===== src/rtl/act_readout_sequencer.sv =====
// act_readout_sequencer
// Drains activations from the accelerator host read port: issues act_no read
// requests walking PE 0..NUM_PE-1 per activation address, buffers returned
// {index, value} words in a first-word-fall-through FIFO, and streams them
// downstream. A credit limit of FIFO_DEPTH (in-flight + buffered) guarantees
// that returned data never overflows the FIFO.
//
// Handshake semantics (all three ports): a beat transfers on the rising clock
// edge where valid and ready are both high; the valid side holds its payload
// stable until that edge and never waits on ready to raise valid.
//   request : read_en       / read_rdy
//   return  : read_data_vld / read_data_rdy
//   output  : out_vld       / out_rdy

module act_readout_sequencer #(
  parameter int ADDR_W     = 16,
  parameter int RDATA_W    = 28,
  parameter int NUM_PE     = 64,
  parameter int FIFO_DEPTH = 4
) (
  input  logic               clk,
  input  logic               rst,
  input  logic               start,
  input  logic [11:0]        act_no,
  output logic               busy,
  output logic               done,
  output logic               idx_err,
  output logic               read_en,
  input  logic               read_rdy,
  output logic [ADDR_W-1:0]  read_addr,
  output logic               read_data_rdy,
  input  logic               read_data_vld,
  input  logic [RDATA_W-1:0] read_data,
  output logic               out_vld,
  input  logic               out_rdy,
  output logic [11:0]        out_idx,
  output logic [15:0]        out_act,
  output logic [1:0]         dbg_state
);

  localparam int AW = $clog2(FIFO_DEPTH);
  localparam int CW = AW + 1;
  localparam logic [5:0]  PE_LAST = 6'(NUM_PE - 1);
  localparam logic [CW:0] CREDIT_LIM = (CW + 1)'(FIFO_DEPTH);
  localparam logic [CW-1:0] FIFO_FULL_CNT = CW'(FIFO_DEPTH);

  typedef enum logic [1:0] {
    S_IDLE  = 2'd0,
    S_ISSUE = 2'd1,
    S_DRAIN = 2'd2,
    S_DONE  = 2'd3
  } state_t;

  state_t      state_q, state_d;
  logic [11:0] act_no_q, act_no_d;
  logic [11:0] issued_q, issued_d;
  logic [11:0] out_cnt_q, out_cnt_d;
  logic [11:0] exp_idx_q, exp_idx_d;
  logic [5:0]  pe_idx_q, pe_idx_d;
  logic [5:0]  act_addr_q, act_addr_d;
  logic [CW-1:0] inflight_q, inflight_d;
  logic        rd_en_q, rd_en_d;
  logic        idx_err_q, idx_err_d;

  logic [RDATA_W-1:0] mem_q [FIFO_DEPTH];
  logic [AW-1:0] wr_ptr_q, rd_ptr_q;
  logic [CW-1:0] count_q, count_d;

  logic          req_xfer;
  logic          rsp_acc;
  logic          pop;
  logic          fifo_full;
  logic          fifo_empty;
  logic [CW:0]   credit_sum;
  logic [RDATA_W-1:0] head;

  assign fifo_full  = (count_q == FIFO_FULL_CNT);
  assign fifo_empty = (count_q == '0);
  assign req_xfer   = rd_en_q && read_rdy;
  assign read_data_rdy = ((state_q == S_ISSUE) || (state_q == S_DRAIN)) && !fifo_full;
  assign rsp_acc    = read_data_vld && read_data_rdy;
  assign out_vld    = !fifo_empty;
  assign pop        = out_vld && out_rdy;
  assign head       = mem_q[rd_ptr_q];

  assign read_en   = rd_en_q;
  assign read_addr = ADDR_W'({pe_idx_q, 4'b0000, act_addr_q});
  assign busy      = (state_q == S_ISSUE) || (state_q == S_DRAIN);
  assign done      = (state_q == S_DONE);
  assign idx_err   = idx_err_q;
  assign out_idx   = out_vld ? head[27:16] : 12'd0;
  assign out_act   = out_vld ? head[15:0]  : 16'd0;
  assign dbg_state = state_q;

  // FIFO occupancy after this cycle's push/pop.
  always_comb begin
    count_d = count_q;
    if (rsp_acc && !pop) count_d = count_q + CW'(1);
    else if (!rsp_acc && pop) count_d = count_q - CW'(1);
  end

  // Next-state, counters, address walk, index check and request-valid generation.
  always_comb begin
    state_d    = state_q;
    act_no_d   = act_no_q;
    issued_d   = issued_q;
    out_cnt_d  = out_cnt_q;
    exp_idx_d  = exp_idx_q;
    pe_idx_d   = pe_idx_q;
    act_addr_d = act_addr_q;
    inflight_d = inflight_q;
    idx_err_d  = idx_err_q;
    rd_en_d    = 1'b0;
    credit_sum = '0;

    if (req_xfer) begin
      issued_d = issued_q + 12'd1;
      if (pe_idx_q == PE_LAST) begin
        pe_idx_d   = 6'd0;
        act_addr_d = act_addr_q + 6'd1;
      end else begin
        pe_idx_d = pe_idx_q + 6'd1;
      end
    end

    if (rsp_acc) begin
      exp_idx_d = exp_idx_q + 12'd1;
      if (read_data[27:16] != exp_idx_q) idx_err_d = 1'b1;
    end

    if (pop) out_cnt_d = out_cnt_q + 12'd1;

    // Simultaneous transfer and acceptance cancel out.
    if (req_xfer && !rsp_acc) inflight_d = inflight_q + CW'(1);
    else if (!req_xfer && rsp_acc) inflight_d = inflight_q - CW'(1);

    case (state_q)
      S_IDLE: begin
        if (start) begin
          act_no_d   = act_no;
          issued_d   = 12'd0;
          out_cnt_d  = 12'd0;
          exp_idx_d  = 12'd0;
          pe_idx_d   = 6'd0;
          act_addr_d = 6'd0;
          inflight_d = '0;
          state_d    = (act_no == 12'd0) ? S_DONE : S_ISSUE;
        end
      end
      S_ISSUE: begin
        if (req_xfer && (issued_q == act_no_q - 12'd1)) state_d = S_DRAIN;
      end
      S_DRAIN: begin
        if (pop && (out_cnt_q == act_no_q - 12'd1)) state_d = S_DONE;
      end
      S_DONE: begin
        state_d = S_IDLE;
      end
      default: state_d = S_IDLE;
    endcase

    // Registered request valid: raised only with credit left after this cycle,
    // so once high it stays high until it transfers.
    credit_sum = {1'b0, inflight_d} + {1'b0, count_d};
    rd_en_d = (state_d == S_ISSUE) && (issued_d < act_no_d) && (credit_sum < CREDIT_LIM);
  end

  // Control and counter registers.
  always_ff @(posedge clk) begin
    if (rst) begin
      state_q    <= S_IDLE;
      act_no_q   <= 12'd0;
      issued_q   <= 12'd0;
      out_cnt_q  <= 12'd0;
      exp_idx_q  <= 12'd0;
      pe_idx_q   <= 6'd0;
      act_addr_q <= 6'd0;
      inflight_q <= '0;
      rd_en_q    <= 1'b0;
      idx_err_q  <= 1'b0;
    end else begin
      state_q    <= state_d;
      act_no_q   <= act_no_d;
      issued_q   <= issued_d;
      out_cnt_q  <= out_cnt_d;
      exp_idx_q  <= exp_idx_d;
      pe_idx_q   <= pe_idx_d;
      act_addr_q <= act_addr_d;
      inflight_q <= inflight_d;
      rd_en_q    <= rd_en_d;
      idx_err_q  <= idx_err_d;
    end
  end

  // Return FIFO storage and pointers.
  always_ff @(posedge clk) begin
    if (rst) begin
      for (int i = 0; i < FIFO_DEPTH; i++) mem_q[i] <= '0;
      wr_ptr_q <= '0;
      rd_ptr_q <= '0;
      count_q  <= '0;
    end else begin
      if (rsp_acc) begin
        mem_q[wr_ptr_q] <= read_data;
        wr_ptr_q        <= wr_ptr_q + AW'(1);
      end
      if (pop) rd_ptr_q <= rd_ptr_q + AW'(1);
      count_q <= count_d;
    end
  end

endmodule

===== config.mk =====
export PLATFORM = sky130hd
export DESIGN_NAME = act_readout_sequencer
export DESIGN_NICKNAME = d
export VERILOG_FILES = /design/src/rtl/act_readout_sequencer.sv
export SDC_FILE = /design/constraint.sdc
export NUM_CORES = 1
export LEC_CHECK = 0
export ABC_AREA = 1
export CORE_MARGIN = 8
export CORE_UTILIZATION = 25
export DETAILED_ROUTE_END_ITERATION = 8
export SYNTH_ARGS = -nofsm -noshare
export SYNTH_HDL_FRONTEND = slang
export SYNTH_SLANG_ARGS = --single-unit
export TNS_END_PERCENT = 50

===== constraint.sdc =====
create_clock -name clk -period 3.9 [get_ports clk]
set_input_delay 0.39 -clock clk [delete_from_list [all_inputs] [get_ports clk]]
set_output_delay 0.39 -clock clk [all_outputs]
set_load 0.1 [all_outputs]

==> run_results.csv <==
group,metric,value,unit
grt,first_global_vias,8086,
clock_network,hold_buffers,0,
logic_synthesis,synth_async_sr_flop_share,0,%
logic_synthesis,ys_ff_latch,188,
routing,drc_errors,0,
timing,finClkSkew,10.48,ps
grt,grt_pass1_wl,43.51,mm
cells_and_area,nNetsFinal,1382,
placement,placedCellCount,1806,
outcome,status,"completed",
logic_synthesis,ys_seq_area_share,49.87,%
routing,avgViaCountPerCell,4.449,
setup_path,startpoint,"count_q[0]",
timing,post-route-min-period,3287,ps
die,chipHeight,213.9,um
logic_synthesis,synth_edf_count,112,
clock_network,ctsRootBufferMaster,"clkbuf_16",
clock_network,cts_max_level,4,
pwr,ir_worst_vdd,0.0005695,V
setup_path,crit_path_start_kind,"flop",
min_path,holdPathEnd,"act_addr_q[4]",
clock_network,post_cts_buffers,0,
timing,rsz0062_at_grt,"false",
setup_path,r2r_setup_slack,610,ps
placement,port_buffers,93,
cells_and_area,seqCellArea,4888,um^2
placement,place.gp.congestion,0.9113,
die,core,38650,um^2
timing,finalCritPeriodShare,84.27,%
cells_and_area,drive_above_1_share,9.167,%
logic_synthesis,netlist_area,9794,um^2
timing,timing.fmax,304.3,MHz
setup_path,worstPathRequired,4290,ps
setup_path,arrival,3670,ps
flow_run,drv_cap,0,
timing,slew_headroom,30.86,%
pwr,power_leakage,4.682,nW
cells_and_area,area_growth,21.50,%
clock_network,cts_sinks,188,
setup_path,critPathMaxFanout,14,
clock_network,cts_buffers,17,
timing,worstMarginPinSlew,1034,ps
routing,drt_iter0_markers,551,
routing,drt-pass1-iter-count,5,
cells_and_area,multi_input_area,4167,um^2
clock_network,cts_tree,"built",
min_path,min_path_cells,1,
routing,route.vias.total,8177,
grt,grt_use_total,11.77,%
cells_and_area,final_common_cell,"nor2_1",
cells_and_area,final_cells,1838,
timing,finalHoldViolations,0,
grt,antenna_found_initial,0,
setup_path,rr_worst_depth,17,
grt,grt_overflow_total,0,
logic_synthesis,synth_cell_types,46,
pwr,p_per_area,704.3,nW/um^2
cells_and_area,nFillCells,4087,
min_path,min_from,"act_addr_q[4]",
clock_network,clk_latency,450,ps
clock_network,clk_pin_slew,70,ps
logic_synthesis,synth_flop_cell,"edfxtp_1",
routing,post_drt_wl_per_cell,14.85,um
setup_path,endpoint_kind,"flop",
cells_and_area,diodes,0,
min_path,hold_class,"flop to flop",
die,ios,98,
cells_and_area,final_util,30.79,%
setup_path,reg2reg_from,"count_q[0]",
setup_path,critPathKind,"flop to flop",
routing,drtAntennaViolNets,0,
clock_network,post_cts_resized,0,
logic_synthesis,syn_avg_cell_area,8.015,um^2
timing,final-setup-viol-count,0,
cells_and_area,most-common-layout-cells,"nor2_1, inv_1, nand2_1, edfxtp_1, o21ai_0",
placement,dp_hpwl,18.77,mm
die,initial_core_util,25.34,%
logic_synthesis,yosysWarnings,0,
logic_synthesis,synth_cells,1222,
grt,grt_max_degree,57,
pwr,p_total,8.381,mW
die,dieArea,45770,um^2
timing,slew_viol_final,0,
routing,wirelength,27.29,mm
die,die_w,213.9,um
timing,tns,0,ps
setup_path,r2r-end,"read_en",
clock_network,clock_tree.buffer_depth,2,
die,rows,72,
-- cells in the mapped netlist, drive strengths merged (2+ instances only) --
master	count	area, um^2
nor2	333	1301
nand2	152	603.1
inv	151	566.8
edfxtp	112	3363
o21ai	97	485.5
dfxtp	76	1521
nand3	61	317.8
a21oi	56	284.0
xor2	31	271.5
clkbuf	29	108.9
ha	29	362.9
nor3	29	161.4
buf	17	91.34
nor4	12	102.6
nand4	9	56.30
clkinv	4	15.01
xnor2	4	35.03
nand3b	3	22.52
o21a	3	22.52
a31oi	2	12.51
and2	2	12.51
o31ai	2	15.01
-- through the flow --
step	hold WS (ps)	setup WS [ps]	cell area, um^2
floorplan	443.5	12.95	9836
global placement	456.6	655.2	11260
detailed placement	471.2	560.1	11260
CTS	484.2	612.5	11900
global route	523.5	362.0	11900
finish	484.0	613.4	11900
-- worst max-delay path by stage --
stage               endpoint
detailed placement   read_en
CTS                  read_en
global placement     read_en
floorplan            read_en
finish               read_en
global route         read_en
-- logic make-up after synthesis --
group           synth area share, %
simple gates                  26.38
buf+inv                       7.984
flops                         49.87
compound gates                8.891
xor+xnor                      3.130
fa+ha+maj                     3.705
other cells                 0.03829
-- sequential cells by signal, summed over array words and instances (netlist names), 3 cells and up, named ones only --
register / count
mem_q: 112
act_no_q: 12
exp_idx_q: 12
issued_q: 12
out_cnt_q: 12
act_addr_q: 6
pe_idx_q: 6
count_q: 3
inflight_q: 3
-- metal layers --
layer	vias to the layer above	routed length (um)	global-route usage [%]	share of wire [%]
met5	-	0	0	0
met4	0	362	2.991	1.3
met3	28	1398	2.581	5.1
met2	204	13390	20.58	49
met1	3821	12140	14.47	44
li1	4124	-	-	-
-- report_power, final --
group	internal [mW]	switching (mW)
registers	2.36	0.137
clock network	0.993	0.898
logic	0.936	3.06
-- layout make-up --
| type | count | area share, % |
|---|---|---|
| tap | 518 | 5.446 |
| inverter | 155 | 4.889 |
| clock buffer | 17 | 3.575 |
| sequential | 188 | 41.08 |
| multi-input combinational | 836 | 35.01 |
| timing repair buffer | 109 | 8.222 |
| clock inverter | 15 | 1.777 |
-- worst max-delay path: stages, from the launching register on --
cell and delay [ps]:
dfxtp_1 340, inv_1 80, ha_1 240, nand2_1 140, and2_2 180, nand2_2 250, inv_2 270, nand2_1 150
o21ai_0 240, nand2_1 80, o21a_1 120, ha_1 270, nor4_1 340, o211a_1 200, nand2_1 50, nor2_1 100
nand3_1 90, nor2_1 80
Power figures use the tool's default switching activity.
